**config.mk**
```make
export PLATFORM = sky130hd
export DESIGN_NAME = bcd_serial_subtractor_flat
export DESIGN_NICKNAME = d
export VERILOG_FILES = /design/src/rtl/bcd_pkg.sv /design/src/rtl/bcd_serial_subtractor_if.sv /design/src/rtl/bcd_digit_sub.sv /design/src/rtl/bcd_serial_subtractor.sv /design/src/flat_wrapper.sv
export SDC_FILE = /design/constraint.sdc
export NUM_CORES = 1
export LEC_CHECK = 0
export ABC_CLOCK_PERIOD_IN_PS = 7280
export CAP_MARGIN = 0
export CORE_UTILIZATION = 34
export CTS_BUF_LIST = sky130_fd_sc_hd__clkbuf_4 sky130_fd_sc_hd__clkbuf_8 sky130_fd_sc_hd__clkbuf_16
export CTS_CLUSTER_SIZE = 24
export DETAILED_ROUTE_END_ITERATION = 16
export PLACE_DENSITY = 0.63
export SKIP_CTS_REPAIR_TIMING = 1
export SYNTH_ARGS = -nofsm -noshare
export SYNTH_HDL_FRONTEND = slang
export SYNTH_HIERARCHICAL = 1
export SYNTH_SLANG_ARGS = --single-unit
```
**constraint.sdc**
```tcl
create_clock -name clk -period 7.28 [get_ports clk]
set_clock_uncertainty 0.15 [all_clocks]
set_input_delay 1.456 -clock clk [delete_from_list [all_inputs] [get_ports clk]]
set_output_delay 1.456 -clock clk [all_outputs]
set_load 0.005 [all_outputs]
```
**src/rtl/bcd_pkg.sv**
```systemverilog
// Shared BCD arithmetic constants and the serial subtractor state encoding.
package bcd_pkg;

    localparam int unsigned BCD_DIGIT_W = 4;
    localparam logic [3:0]  BCD_SIX     = 4'd6;
    localparam logic [3:0]  BCD_MAX     = 4'd9;

    typedef enum logic [1:0] {
        S_IDLE,
        S_SUB,
        S_FIX,
        S_DONE
    } state_t;

endpackage

```
**src/rtl/bcd_serial_subtractor_if.sv**
```systemverilog
// Start/busy/done handshake and operand/result bus of the serial BCD subtractor.
interface bcd_serial_subtractor_if #(
    parameter int unsigned DIGITS = 14
);

    logic                  start;
    logic [4*DIGITS-1:0]   a;
    logic [4*DIGITS-1:0]   b;
    logic                  busy;
    logic                  done;
    logic [4*DIGITS-1:0]   diff;
    logic                  negative;
    logic                  invalid;

    modport master (
        output start, a, b,
        input  busy, done, diff, negative, invalid
    );

    modport slave (
        input  start, a, b,
        output busy, done, diff, negative, invalid
    );

endinterface

```
**src/rtl/bcd_digit_sub.sv**
```systemverilog
// One BCD digit of subtraction with borrow: d = x - y - bin, corrected by 6 on borrow.
module bcd_digit_sub
    import bcd_pkg::*;
(
    input  logic [3:0] x,
    input  logic [3:0] y,
    input  logic       bin,
    output logic [3:0] d,
    output logic       bout
);

    logic [4:0] t;

    always_comb begin
        t = {1'b0, x} - {1'b0, y} - {4'b0000, bin};
        if (t[4]) begin
            d    = t[3:0] - BCD_SIX;
            bout = 1'b1;
        end else begin
            d    = t[3:0];
            bout = 1'b0;
        end
    end

endmodule

```
**src/rtl/bcd_serial_subtractor.sv**
```systemverilog
// Digit-serial |a - b| in BCD, LSD first; a negative result gets a second
// ten's-complement pass over the result register so diff is always a magnitude.
module bcd_serial_subtractor
    import bcd_pkg::*;
#(
    parameter int unsigned DIGITS = 14
) (
    input  logic                          clk,
    input  logic                          rst,
    bcd_serial_subtractor_if.slave        bus
);

    localparam int unsigned W  = BCD_DIGIT_W * DIGITS;
    localparam int unsigned CW = (DIGITS > 1) ? $clog2(DIGITS) : 1;

    state_t          state;
    state_t          state_next;

    logic [W-1:0]    a_sr;
    logic [W-1:0]    b_sr;
    logic [W-1:0]    res;
    logic [W-1:0]    res_shifted;
    logic [CW-1:0]   cnt;
    logic            borrow;
    logic            inv_lat;
    logic            inv_in;
    logic            last;

    logic [W-1:0]    diff_q;
    logic            negative_q;
    logic            invalid_q;

    logic [3:0]      x;
    logic [3:0]      y;
    logic [3:0]      d;
    logic            bout;

    // FIX reuses the same digit unit: 0 - result digit yields the ten's complement.
    always_comb begin
        x = a_sr[3:0];
        y = b_sr[3:0];
        if (state == S_FIX) begin
            x = '0;
            y = res[3:0];
        end
    end

    bcd_digit_sub u_digit (
        .x    (x),
        .y    (y),
        .bin  (borrow),
        .d    (d),
        .bout (bout)
    );

    assign last        = (cnt == CW'(DIGITS - 1));
    assign res_shifted = {d, res[W-1:BCD_DIGIT_W]};

    always_comb begin
        inv_in = 1'b0;
        for (int unsigned i = 0; i < DIGITS; i++) begin
            if (bus.a[BCD_DIGIT_W*i +: BCD_DIGIT_W] > BCD_MAX ||
                bus.b[BCD_DIGIT_W*i +: BCD_DIGIT_W] > BCD_MAX) begin
                inv_in = 1'b1;
            end
        end
    end

    always_ff @(posedge clk) begin
        if (rst) begin
            state <= S_IDLE;
        end else begin
            state <= state_next;
        end
    end

    always_comb begin
        state_next = state;
        case (state)
            S_IDLE: if (bus.start) state_next = S_SUB;
            S_SUB: begin
                if (last) begin
                    state_next = (inv_lat || !bout) ? S_DONE : S_FIX;
                end
            end
            S_FIX:  if (last) state_next = S_DONE;
            S_DONE: state_next = S_IDLE;
            default: state_next = S_IDLE;
        endcase
    end

    always_ff @(posedge clk) begin
        if (rst) begin
            a_sr       <= '0;
            b_sr       <= '0;
            res        <= '0;
            cnt        <= '0;
            borrow     <= 1'b0;
            inv_lat    <= 1'b0;
            diff_q     <= '0;
            negative_q <= 1'b0;
            invalid_q  <= 1'b0;
        end else begin
            case (state)
                S_IDLE: begin
                    if (bus.start) begin
                        a_sr    <= bus.a;
                        b_sr    <= bus.b;
                        inv_lat <= inv_in;
                        borrow  <= 1'b0;
                        cnt     <= '0;
                    end
                end
                S_SUB: begin
                    a_sr   <= a_sr >> BCD_DIGIT_W;
                    b_sr   <= b_sr >> BCD_DIGIT_W;
                    res    <= res_shifted;
                    borrow <= bout;
                    cnt    <= cnt + CW'(1);
                    if (last) begin
                        cnt    <= '0;
                        borrow <= 1'b0;
                        if (inv_lat) begin
                            diff_q     <= '0;
                            negative_q <= 1'b0;
                            invalid_q  <= 1'b1;
                        end else if (!bout) begin
                            diff_q     <= res_shifted;
                            negative_q <= 1'b0;
                            invalid_q  <= 1'b0;
                        end
                    end
                end
                S_FIX: begin
                    res    <= res_shifted;
                    borrow <= bout;
                    cnt    <= cnt + CW'(1);
                    if (last) begin
                        cnt        <= '0;
                        borrow     <= 1'b0;
                        diff_q     <= res_shifted;
                        negative_q <= 1'b1;
                        invalid_q  <= 1'b0;
                    end
                end
                default: ;
            endcase
        end
    end

    assign bus.busy     = (state == S_SUB) || (state == S_FIX);
    assign bus.done     = (state == S_DONE);
    assign bus.diff     = diff_q;
    assign bus.negative = negative_q;
    assign bus.invalid  = invalid_q;

endmodule

```
**src/flat_wrapper.sv**
```systemverilog
// flat-port wrapper written by rule: the top's interface ports become plain ports
module bcd_serial_subtractor_flat import bcd_pkg::*;
#(
    parameter int unsigned DIGITS = 14
)
  (clk, rst, bus_start, bus_a, bus_b, bus_busy, bus_done, bus_diff, bus_negative, bus_invalid);
  bcd_serial_subtractor_if #(.DIGITS(DIGITS)) bus_i ();
  input  logic clk;
  input  logic rst;
  input wire logic [$bits(bus_i.start)-1:0] bus_start;
  input wire logic [$bits(bus_i.a)-1:0] bus_a;
  input wire logic [$bits(bus_i.b)-1:0] bus_b;
  output wire logic [$bits(bus_i.busy)-1:0] bus_busy;
  output wire logic [$bits(bus_i.done)-1:0] bus_done;
  output wire logic [$bits(bus_i.diff)-1:0] bus_diff;
  output wire logic [$bits(bus_i.negative)-1:0] bus_negative;
  output wire logic [$bits(bus_i.invalid)-1:0] bus_invalid;
  assign bus_i.start = bus_start;
  assign bus_i.a = bus_a;
  assign bus_i.b = bus_b;
  assign bus_busy = bus_i.busy;
  assign bus_done = bus_i.done;
  assign bus_diff = bus_i.diff;
  assign bus_negative = bus_i.negative;
  assign bus_invalid = bus_i.invalid;
  bcd_serial_subtractor #(.DIGITS(DIGITS)) u_core (.clk(clk), .rst(rst), .bus(bus_i));
endmodule
```
# Word-level counts from Yosys, hierarchy flattened

Index checks and enable logic that the tools add are counted.

Input bits: 115
Register bits after elaboration: 234
Output and inout port bits: 60
Logic and storage cells: 124

Magnitude comparators: 28
Add/sub/neg operators: 4
Eq/ne operators: 8
Reductions and logical operators: 27
Mux-type cells: 47

Operator list:

| cell                                                                | number |
|---|---|
| 56-bit two-way mux                                                  | 6 |
| 56-bit case mux with 2 select lines                                 | 3 |
| 4-bit > comparator (second input constant)                          | 28 |
| 1-bit two-way mux                                                   | 25 |
| 4-bit two-way mux                                                   | 5 |
| 1-bit logical OR                                                    | 16 |
| 2-bit case mux with 4 select lines                                  | 1 |
| 4-bit case mux with 2 select lines                                  | 1 |
| 2-bit two-way mux                                                   | 3 |
| 1-bit case mux with 2 select lines                                  | 3 |
| 2-bit AND reduction                                                 | 3 |
| 2-bit nonzero test                                                  | 3 |
| 4-bit by 4-bit subtractor with 5-bit output                         | 1 |
| 5-bit by 1-bit subtractor with 5-bit output                         | 1 |
| 4-bit by 1-bit adder with 4-bit output (second input constant)      | 1 |
| 2-bit == test (second input constant)                               | 2 |
| 4-bit == test (second input constant)                               | 1 |
| 2-bit by 1-bit != test with 1-bit output (second input constant)    | 2 |
| 4-bit AND reduction                                                 | 1 |
| 4-bit by 3-bit subtractor with 4-bit output (second input constant) | 1 |
| 3-bit by 2-bit != test with 1-bit output (second input constant)    | 1 |
| 3-bit AND reduction                                                 | 1 |
| 2-bit by 1-bit == test with 1-bit output (second input constant)    | 1 |
| 2-bit logical NOT                                                   | 1 |
| other kinds (3)                                                     | 3 |

# Depth between registers and ports, before layout

Gate-level depths: netlist of the first run.

Depth in word-level cells: 16
Gate-level depth with buffers: 21
Gate-level depth less buffers: 17

# Modules after synthesis

Netlist of the first run, hierarchy kept.

Modules (own cells, without submodules):

| module                | area each (um^2) | cells each | sequential area each (um^2) | times used |
|---|---|---|---|---|
| bcd_serial_subtractor | 9526.6           | 971        | 4684.5                      | 1 |
| bcd_digit_sub         | 280.3            | 33         | 0.0                         | 1 |

# Worst setup path after synthesis of the first run

No wires, ideal clock.

Kind: register to register
From: reg u_core.state[0]
To: reg u_core.diff_q[45], in the netlist u_core/bus.diff[45]
Clock period less this slack: 4416 ps
Stages on the path, launching flop included: 22
Setup slack: 2864 ps
Setup time: 128 ps
Data required time: 7002 ps
Buffers on the path: 4
Data arrival time: 4139 ps
Path through: dfxtp_1 > inv_1 > ha_1 > buf_2 > mux2_2 > inv_1 > fa_1 > inv_1 > ha_1 > or2_2 > fa_1 > nand2b_1 > a31oi_1 > and2_4 > inv_1 > and3b_1 > or3_1 > clkbuf_1 > buf_6 > buf_6 > a22oi_2 > nor2_1

Word-level cells in the longest chain between the ends: 7
Elaborated cells between the ends (all ways): 13
Classes of those cells: 2 x add/sub; 5 x eq/ne; 4 x mux; 2 x reduce/logical

Ends and longest elaborated chain:

| item                                               | line                         | text |
|---|---|---|
| start, declared                                    | bcd_serial_subtractor.sv:16  | `state_t state;` |
| start signal, assigned                             | bcd_serial_subtractor.sv:73  | `state <= state_next;` |
| 2-bit == test                                      | bcd_serial_subtractor.sv:42  | `if (state == S_FIX) begin` |
| 4-bit two-way mux                                  | bcd_serial_subtractor.sv:42  |  |
| named net u_core.y[0]                              | bcd_serial_subtractor.sv:34  | `logic [3:0] y;` |
| 4-bit by 4-bit subtractor with 5-bit output        | bcd_digit_sub.sv:15          | `t = {1'b0, x} - {1'b0, y} - {4'b0000, bin};` |
| 5-bit by 1-bit subtractor with 5-bit output        | bcd_digit_sub.sv:15          |  |
| 1-bit two-way mux                                  | bcd_digit_sub.sv:16          | `if (t[4]) begin` |
| named net u_core.bout                              | bcd_serial_subtractor.sv:36  | `logic bout;` |
| 3-bit by 2-bit != test with 1-bit output (no line) | --                           |  |
| 4-bit AND reduction (no line)                      | --                           |  |
| end signal, assigned                               | bcd_serial_subtractor.sv:128 | `diff_q <= res_shifted;` |
| end signal, assigned                               | bcd_serial_subtractor.sv:141 | `diff_q <= res_shifted;` |
| end, declared                                      | bcd_serial_subtractor.sv:29  | `logic [W-1:0] diff_q;` |

The timed path passes the listed nets, and every way through them passes these cells.
A chain may end at the register's enable or synchronous reset.

# Final worst setup path of the first run

From: reg u_core.state[0]
To: reg u_core.diff_q[40], in the netlist u_core/bus.diff[40]

The elaborated chain is that of the path after synthesis.

==> results of run 1 <==
## through the flow
stage          std cells  total power [mW]
6_report            1532              5.18
5_1_grt             1529              5.54
4_1_cts             1529              5.24
3_5_place_dp        1481              3.89
3_3_place_gp        1481              3.85
2_1_floorplan       1004              3.45
## cells in the final DEF (no fill, tap or decap), types with 2 or more instances in the layout
master                            Yosys  layout
sky130_fd_sc_hd__nand3b_1             2       2
sky130_fd_sc_hd__and3_1               2       2
sky130_fd_sc_hd__nand4_1              6       6
sky130_fd_sc_hd__o21ai_0             31      31
sky130_fd_sc_hd__buf_4                3       8
sky130_fd_sc_hd__diode_2              0       3
sky130_fd_sc_hd__xor2_1               2       2
sky130_fd_sc_hd__a211oi_1           108     108
sky130_fd_sc_hd__ha_1                13      11
sky130_fd_sc_hd__a21oi_1              5       5
sky130_fd_sc_hd__dfxtp_1            234     234
sky130_fd_sc_hd__clkbuf_16            0      27
sky130_fd_sc_hd__nor4_1               2       2
sky130_fd_sc_hd__nand2_1              3       3
sky130_fd_sc_hd__fa_1                 2       2
sky130_fd_sc_hd__clkbuf_4             0       5
sky130_fd_sc_hd__ha_4                 0       2
sky130_fd_sc_hd__mux2i_1            163     163
sky130_fd_sc_hd__nor2_1             231     231
sky130_fd_sc_hd__a22oi_1             45      45
sky130_fd_sc_hd__a22oi_2             20      20
sky130_fd_sc_hd__clkinv_2             0       6
sky130_fd_sc_hd__mux2_2               4       4
sky130_fd_sc_hd__inv_1               16      16
sky130_fd_sc_hd__nand3_1              3       3
sky130_fd_sc_hd__nor2b_1              4       4
sky130_fd_sc_hd__clkbuf_8             0       7
sky130_fd_sc_hd__nand2b_1             4       4
sky130_fd_sc_hd__clkdlybuf4s50_1      0     173
sky130_fd_sc_hd__xnor2_1              3       3
## where the power goes
part / leakage [nW] / internal, mW / switching [mW]
clock: 0.448 / 0.804 / 0.521
sequential: 1.91 / 1.62 / 0.183
combinational: 2.24 / 0.909 / 1.15
total: 4.60 / 3.33 / 1.85
## layout make-up
type	instances	area, um^2	area share [%]
clock buffer	39	810	6.41
multi-input combinational	671	4710	37.3
inverter	16	60.1	0.476
timing repair buffer	182	1800	14.3
clock inverter	9	76.3	0.604
tap	378	473	3.75
antenna	3	7.51	0.0595
sequential	234	4680	37.1
## cell usage after synthesis, types with 2 or more instances
library cell,number
sky130_fd_sc_hd__dfxtp_1,234
sky130_fd_sc_hd__nor2_1,231
sky130_fd_sc_hd__mux2i_1,163
sky130_fd_sc_hd__a211oi_1,108
sky130_fd_sc_hd__a22oi_1,45
sky130_fd_sc_hd__clkbuf_1,37
sky130_fd_sc_hd__buf_2,36
sky130_fd_sc_hd__o21ai_0,31
sky130_fd_sc_hd__a22oi_2,20
sky130_fd_sc_hd__inv_1,16
sky130_fd_sc_hd__ha_1,13
sky130_fd_sc_hd__nand4_1,6
sky130_fd_sc_hd__a21oi_1,5
sky130_fd_sc_hd__buf_1,4
sky130_fd_sc_hd__mux2_2,4
sky130_fd_sc_hd__nand2b_1,4
sky130_fd_sc_hd__nor2b_1,4
sky130_fd_sc_hd__buf_4,3
sky130_fd_sc_hd__buf_6,3
sky130_fd_sc_hd__nand2_1,3
sky130_fd_sc_hd__nand3_1,3
sky130_fd_sc_hd__xnor2_1,3
sky130_fd_sc_hd__and3_1,2
sky130_fd_sc_hd__fa_1,2
sky130_fd_sc_hd__nand3b_1,2
sky130_fd_sc_hd__nor4_1,2
sky130_fd_sc_hd__o21a_1,2
sky130_fd_sc_hd__xor2_1,2
## cells by family (layout without fill, tap and decap cells)
| kind of cell | after synthesis | count (layout) |
|---|---|---|
| simple gates | 265 | 265 |
| mux | 168 | 168 |
| flops | 234 | 234 |
| compound gates | 218 | 218 |
| buf+inv | 99 | 246 |
| fa+ha+maj | 15 | 15 |
| other cells | 0 | 3 |
| xor+xnor | 5 | 5 |
## registers in the layout, summed over array words and instances, names as in the netlist
name	cells
u_core/borrow	1
u_core/res	56
u_core/state	2
u_core/inv_lat	1
u_core/cnt	4
u_core/bus.negative	1
u_core/a_sr	56
u_core/b_sr	56
u_core/bus.invalid	1
u_core/bus.diff	56
## final timing paths
check,start,end,slack [ns]
worst max-delay path,u_core/state[0],u_core/bus.diff[40],2.24
worst min-delay path,u_core/bus.invalid,u_core/bus.invalid,0.31
worst max register to register,u_core/state[0],u_core/bus.diff[40],2.24
worst min register to register,u_core/bus.invalid,u_core/bus.invalid,0.31
## per-layer routing
metal	vias up	GRT usage, %
met4	2	3.81
met3	29	4.51
met5	-	0
met1	3481	20.6
li1	3868	-
met2	150	26.5
## worst reg2reg max path: cells and delay by family (launching register included)
kind	cells	cell delay, ns
multiplexers	1	0.39
adder cells (fa/ha/maj)	4	1.43
buffers and inverters	4	0.63
AND/OR/NAND/NOR	6	1.41
AO/OA/AOI/OAI	2	0.55
flip-flops	1	0.35
==> summary.txt, run 1 <==
Outcome
  • Outcome: complete, no violations

Yosys
  • Synthesized area divided by synthesized cell count: approximately 10 um^2
  • Post-synthesis cell type with the largest combined area: sky130_fd_sc_hd__dfxtp_1
  • Yosys warning total: 6
  • Register area share after synthesis: 47.8%
  • Synthesized netlist net count: 1,134
  • Main combinational cell family by area after synthesis: multiplexers
  • Adder and majority cell fraction of the synthesized area: 2.07%
  • Yosys top cell area share: 47.8%
  • Compound-Gate Fraction of Synth Area: 16.9%
  • Synth Instances: 1,004
  • Number of distinct library cell variants in the gate-level netlist after synthesis: 44
  • Top FF cell, synth: sky130_fd_sc_hd__dfxtp_1
  • Xor/xnor share of the synthesized area: less than 1%
  • Post-synth EDFFs: 0
  • Mux cell area share after synthesis: 17.2%
  • Synthesized area: 9810 um^2
  • Register bit count reported by yosys: 234
  • Simple-gate share of the synthesized area: 11.0%
  • Async set-reset flop share out of synthesis: 0%
  • Largest cells by area after synthesis: sky130_fd_sc_hd__dfxtp_1 48%, sky130_fd_sc_hd__mux2i_1 17%, sky130_fd_sc_hd__nor2_1 8.8%

Worst setup path
  • Worst path arrival time: roughly 5.3 ns
  • Cell seen most often among critical-path stages: sky130_fd_sc_hd__inv_1
  • Sum of buffers and inverters on the critical path: 4
  • Data required, critical path: 7.51 ns
  • Startpoint types: flip-flop
  • List of cells traversed by the critical path: inv_1, ha_1, mux2_2, inv_1, fa_1, ha_1, or2_2, fa_1, nand2b_1, a31oi_1, and2_4, inv_1, and3b_1, or3_2, buf_4, a22oi_1, nor2_1
  • Count of cell instances traversed by the critical path: 17
  • Critical Path Max Stage Delay: 0.45 ns
  • Nature of the critical path endpoint: flip-flop
  • R2R depth: 17
  • Cell with the biggest individual delay on the critical path: sky130_fd_sc_hd__or3_2
  • Cell family contributing the most delay on the critical path: adder cells
  • Setup CP Type: flip-flop to flip-flop
  • Crit-path max FO: 58

Job
  • Max-cap violations: 0

Clock network
  • TritonCTS clock tree: done
  • CTS clk-pin slew, worst paths: 0.05 ns
  • Sink Count: roughly 230
  • Clock network latency to the later pin of the worst-skew pair: ~0.52 ns
  • Clock root buffer master: sky130_fd_sc_hd__clkbuf_16
  • Clk buf depth: 3
  • Clock buffer count from CTS: 27
  • H-tree levels: 1

Pwr
  • Leak pwr: 4.60 nW
  • Maximum vdd drop: approximately 0.42 mV
  • Pwr Density: ~400 nW/um^2

Placement
  • Placement Cell Area: 11,700 um^2
  • Count of input and output buffers: 174
  • Placer congestion estimate: 0.792
  • Post-placement setup slack: 2.24 ns
  • HPWL Detailed: around 16,000 um

STA
  • Rel. slew slack: 22.7%
  • Share of the clock period used by the worst path after layout: 69.2%
  • Total count of hold-check failures in the final report: 0
  • Fmax: 0.198 GHz
  • Worst Tran Pin Value: between 1 and 1.5 ns
  • Setup repair after global routing missed its margin: no
  • Fin Hold WS: 0.315 ns
  • Final count of pins violating max slew: 0
  • Finish-stage setup viols: 0
  • Smallest setup slack after layout: 2.24 ns
  • Period minus WS final: 5.04 ns
  • Total Negative Setup Slacks: 0 ns

Drt
  • Final wirelength: between 20,000 and 25,000 um
  • Vias: 7,530
  • Detailed Route Iter0 Violations: ~530
  • Routed wire length per instance: 15.6 um
  • Initial DRT Pass Iterations: 5
  • DRC violation count after routing: 0
  • Detailed-routed wire length on met2: 11,100 um
  • WL met1: between 10,000 and 15,000 um
  • Remaining number of nets flagged by the antenna check after routing: 0
  • Max Used Layer: met5
  • Detailed route wirelength on metal3: about 1600 um
  • Detail-routed via count per cell: 4.92

Floorplanning
  • Die span in y: 172 um
  • Die X-Extent: 172 um
  • Io pins: 175
  • Std-Cell Rows: 61
  • Total die area: 29,500 um^2
  • Starting density of the core: 34.9%
  • Area of the core: roughly 28,000 um^2

Min path
  • Worst hold path class: flip-flop to flip-flop
  • Number of instances on the worst hold path: 2

Cells and area
  • Layout cell share with drive strength beyond 1: around 7.8%
  • Final Cell Area: 12,600 um^2
  • Post-layout util: 45.0%
  • Area delta synth->final: 28.8%
  • Number of nets in the layout: 1,262
  • Filler cells: 2,754

GRT
  • Initial antenna violation count: 4
  • Residual overflow from global routing: 0
  • Largest net degree at the start of global routing: 113
  • First-pass GRT wire length: around 38,000 um
  • Number of global-route vias before repair: 7,148
  • Total routing usage reported by global routing: around 16%
No activity file was read; power rests on OpenSTA's default activity.
==> run 2: changes to the inputs <==
- ABC_CLOCK_PERIOD_IN_PS: 7280 -> 4500
- PLACE_DENSITY: 0.63 -> 0.65
- clock period: 7.28 -> 4.5 ns (I/O delays scaled with it)
==> run 2 against run 1 <==
  * Maximum frequency is 17% higher
  * Critical path depth grew 3
  * Sequential share of layout area decreased by 0.83 points
  * Global-route usage up 0.24 points
  * Critical path type unchanged
  * Critical endpoint is now u_core/bus.diff[53]
==> summary.txt, run 2 (synthesized netlist as in run 1, its figures left out) <==
Drt
  • Remaining number of nets flagged by the antenna check after routing: 0 (unchanged)
  • DRC violation count after routing: 0 (unchanged)
  • Detail-routed via count per cell: 5.01 (+1.9%)
  • Initial DRT Pass Iterations: 5 (unchanged)
  • Detailed Route Iter0 Violations: 484 (-9.4%)
  • Routed wire length per instance: 16.1 um (+3.4%)
  • Vias: 7,721 (+2.5%)
  • Final wirelength: 24,800 um (+4.0%)

Cells and area
  • Post-layout util: 46.0% (+1.0 points)
  • Filler cells: 2,680 (-2.7%)
  • Number of nets in the layout: 1,270 (+0.63%)
  • Final Cell Area: 12,900 um^2 (+2.3%)
  • Most common cell after layout, fill and taps aside: sky130_fd_sc_hd__dfxtp_1
  • Area delta synth->final: 31.7%
  • Layout cell share with drive strength beyond 1: 8.80% (+0.98 points)
  • Commonest non-fill, non-tap cells in the layout: 234 x sky130_fd_sc_hd__dfxtp_1, 231 x sky130_fd_sc_hd__nor2_1, 173 x sky130_fd_sc_hd__clkdlybuf4s50_1, 163 x sky130_fd_sc_hd__mux2i_1, 108 x sky130_fd_sc_hd__a211oi_1

Worst setup path
  • Beginning of the worst register-to-register path: u_core/state[0]
  • List of cells traversed by the critical path: inv_2, ha_1, mux2_2, inv_1, fa_1, inv_1, ha_1, or2_2, fa_2, nand2b_1, a211o_1, and2_4, inv_1, and3b_1, buf_4, a211oi_4, buf_4, clkbuf_16, a22oi_2, nor2_1
  • Critical Path Max Stage Delay: 0.57 ns (+0.12 ns)
  • Startpoint of the most critical setup path: u_core/state[0]
  • Startpoint types: flip-flop
  • Nature of the critical path endpoint: flip-flop
  • Crit-path max FO: 14 (-76%)
  • Cell with the biggest individual delay on the critical path: sky130_fd_sc_hd__fa_1
  • Cell seen most often among critical-path stages: sky130_fd_sc_hd__inv_1
  • Worst path arrival time: 4.54 ns (-0.73 ns)
  • Setup CP Type: flip-flop to flip-flop
  • Data required, critical path: 4.72 ns (-2.79 ns)

Clock network
  • CTS clk-pin slew, worst paths: 0.06 ns (about the same)
  • Clk buf depth: 3 (unchanged)
  • Clock root buffer master: sky130_fd_sc_hd__clkbuf_16
  • Clock buffer count from CTS: 26 (-3.7%)
  • H-tree levels: 1 (unchanged)
  • TritonCTS clock tree: done
  • Clock network latency to the later pin of the worst-skew pair: 0.51 ns (about the same)
  • Sink Count: 234 (unchanged)

Floorplanning
  • Die X-Extent: 172 um (unchanged)
  • Std-Cell Rows: 61 (unchanged)
  • Die span in y: 172 um (unchanged)
  • Total die area: 29,500 um^2 (unchanged)
  • Area of the core: 28,100 um^2 (unchanged)
  • Starting density of the core: 34.9% (unchanged)
  • Io pins: 175 (unchanged)

GRT
  • First-pass GRT wire length: 38,800 um (+2.5%)
  • Initial antenna violation count: 3 (-1)
  • Number of global-route vias before repair: 7,468 (+4.5%)
  • Met3 global-route usage: 3.27% (-1.2 points)
  • Most utilized layer in the global route result: met2
  • Total routing usage reported by global routing: 16.3% (+0.24 points)
  • Met2 Track Usage GR: 26.8% (+0.33 points)
  • Residual overflow from global routing: 0 (unchanged)
  • Met1 routing resource usage after global routing: 21.2% (+0.61 points)
  • Largest net degree at the start of global routing: 207 (+83%)

Pwr
  • Leak pwr: 4.71 nW (+2.5%)
  • Sum of internal, switching and leakage power: 8.63 mW (+67%)
  • Pwr Density: 668 nW/um^2 (+63%)
  • Maximum vdd drop: 0.588 mV (+40%)

STA
  • Total Negative Setup Slacks: 0 ns (unchanged)
  • Period minus WS final: 4.32 ns (-0.718 ns)
  • Rel. slew slack: 31.4% (+8.7 points)
  • Share of the clock period used by the worst path after layout: 96.0% (+27 points)
  • Setup repair after global routing missed its margin: no
  • Worst Tran Pin Value: 1.03 ns (-0.130 ns)
  • Finish-stage setup viols: 0 (unchanged)
  • Final count of pins violating max slew: 0 (unchanged)
  • Total count of hold-check failures in the final report: 0 (unchanged)
  • Fmax: 0.231 GHz (+17%)

Placement
  • HPWL Detailed: 16,000 um (+0.81%)
  • Placer congestion estimate: 0.767 (-3.1%)
  • Count of input and output buffers: 174 (unchanged)
  • Placement Cell Area: 11,800 um^2 (+0.72%)

Min path
  • Worst hold path class: flip-flop to flip-flop
  • Source of the worst hold timing path: u_core/bus.invalid

Job
  • Max-cap violations: 0 (unchanged)

Outcome
  • Outcome: complete, no violations
-- run 2: cell types whose count changed in the layout (fill, tap and decap cells not counted), moves of 2 or more --
cell | previous run | this run
sky130_fd_sc_hd__clkinv_2 | 6 | 4
sky130_fd_sc_hd__clkbuf_4 | 5 | 0
sky130_fd_sc_hd__clkbuf_16 | 27 | 30
sky130_fd_sc_hd__clkbuf_8 | 7 | 5
sky130_fd_sc_hd__bufinv_16 | 1 | 5
sky130_fd_sc_hd__buf_12 | 0 | 5
sky130_fd_sc_hd__clkinv_4 | 0 | 4
-- run 2: worst paths after layout --
check / to / slack [ns] / cells past startpoint
max: u_core/bus.diff[53] / 0.18 / 20
min reg2reg: u_core/bus.invalid / 0.30 / 2
max reg2reg: u_core/bus.diff[53] / 0.18 / 20
min: u_core/bus.invalid / 0.30 / 2
-- run 2: per-layer routing --
layer | part of all wire [%] | up-vias | wire (um)
li1 | - | 3897 | -
met1 | 45 | 3612 | 11200
met2 | 47 | 173 | 11600
met3 | 5.3 | 37 | 1310
met4 | 2.6 | 2 | 643
met5 | 0.044 | - | 11
-- run 2: critical path, delay by kind of cell, from the launching register on --
family,cells,cell delay (ns)
muxes,1,0.22
DFF,1,0.34
AOI/OAI and AO/OA,3,0.53
buffers and inverters,7,0.75
adders and majority gates,4,1.32
and+or+nand+nor,5,0.87
-- run 2: layout make-up --
class | count | area [um^2] | share of cell area (%)
antenna | 4 | 10.0 | 0.0775
clock buffer | 32 | 744 | 5.76
clock inverter | 15 | 220 | 1.70
inverter | 16 | 60.1 | 0.465
multi-input combinational | 671 | 4730 | 36.6
sequential | 234 | 4680 | 36.3
tap | 378 | 473 | 3.66
timing repair buffer | 191 | 2000 | 15.5
-- run 2: where the power goes --
| group | internal [mW] | total, mW | switching [mW] |
|---|---|---|---|
| clock | 1.46 | 2.33 | 0.870 |
| combinational | 1.51 | 3.39 | 1.88 |
| sequential | 2.61 | 2.91 | 0.291 |
-- run 2: stage by stage --
step | setup slack [ns] | hold slack, ns | instances
after CTS | 0.0146 | 0.307 | 1531
after global routing | 0.0134 | 0.330 | 1539
final | 0.179 | 0.304 | 1541
after floorplan | 0.0837 | 0.300 | 1004
after detailed placement | 0.0526 | 0.298 | 1484
after global placement | 0.125 | 0.295 | 1484
==> run 3: changes to the inputs <==
- SKIP_LAST_GASP: unset -> 1
==> results of run 3 <==
No change in the layout: final DEF, timing and power equal those of run 2.
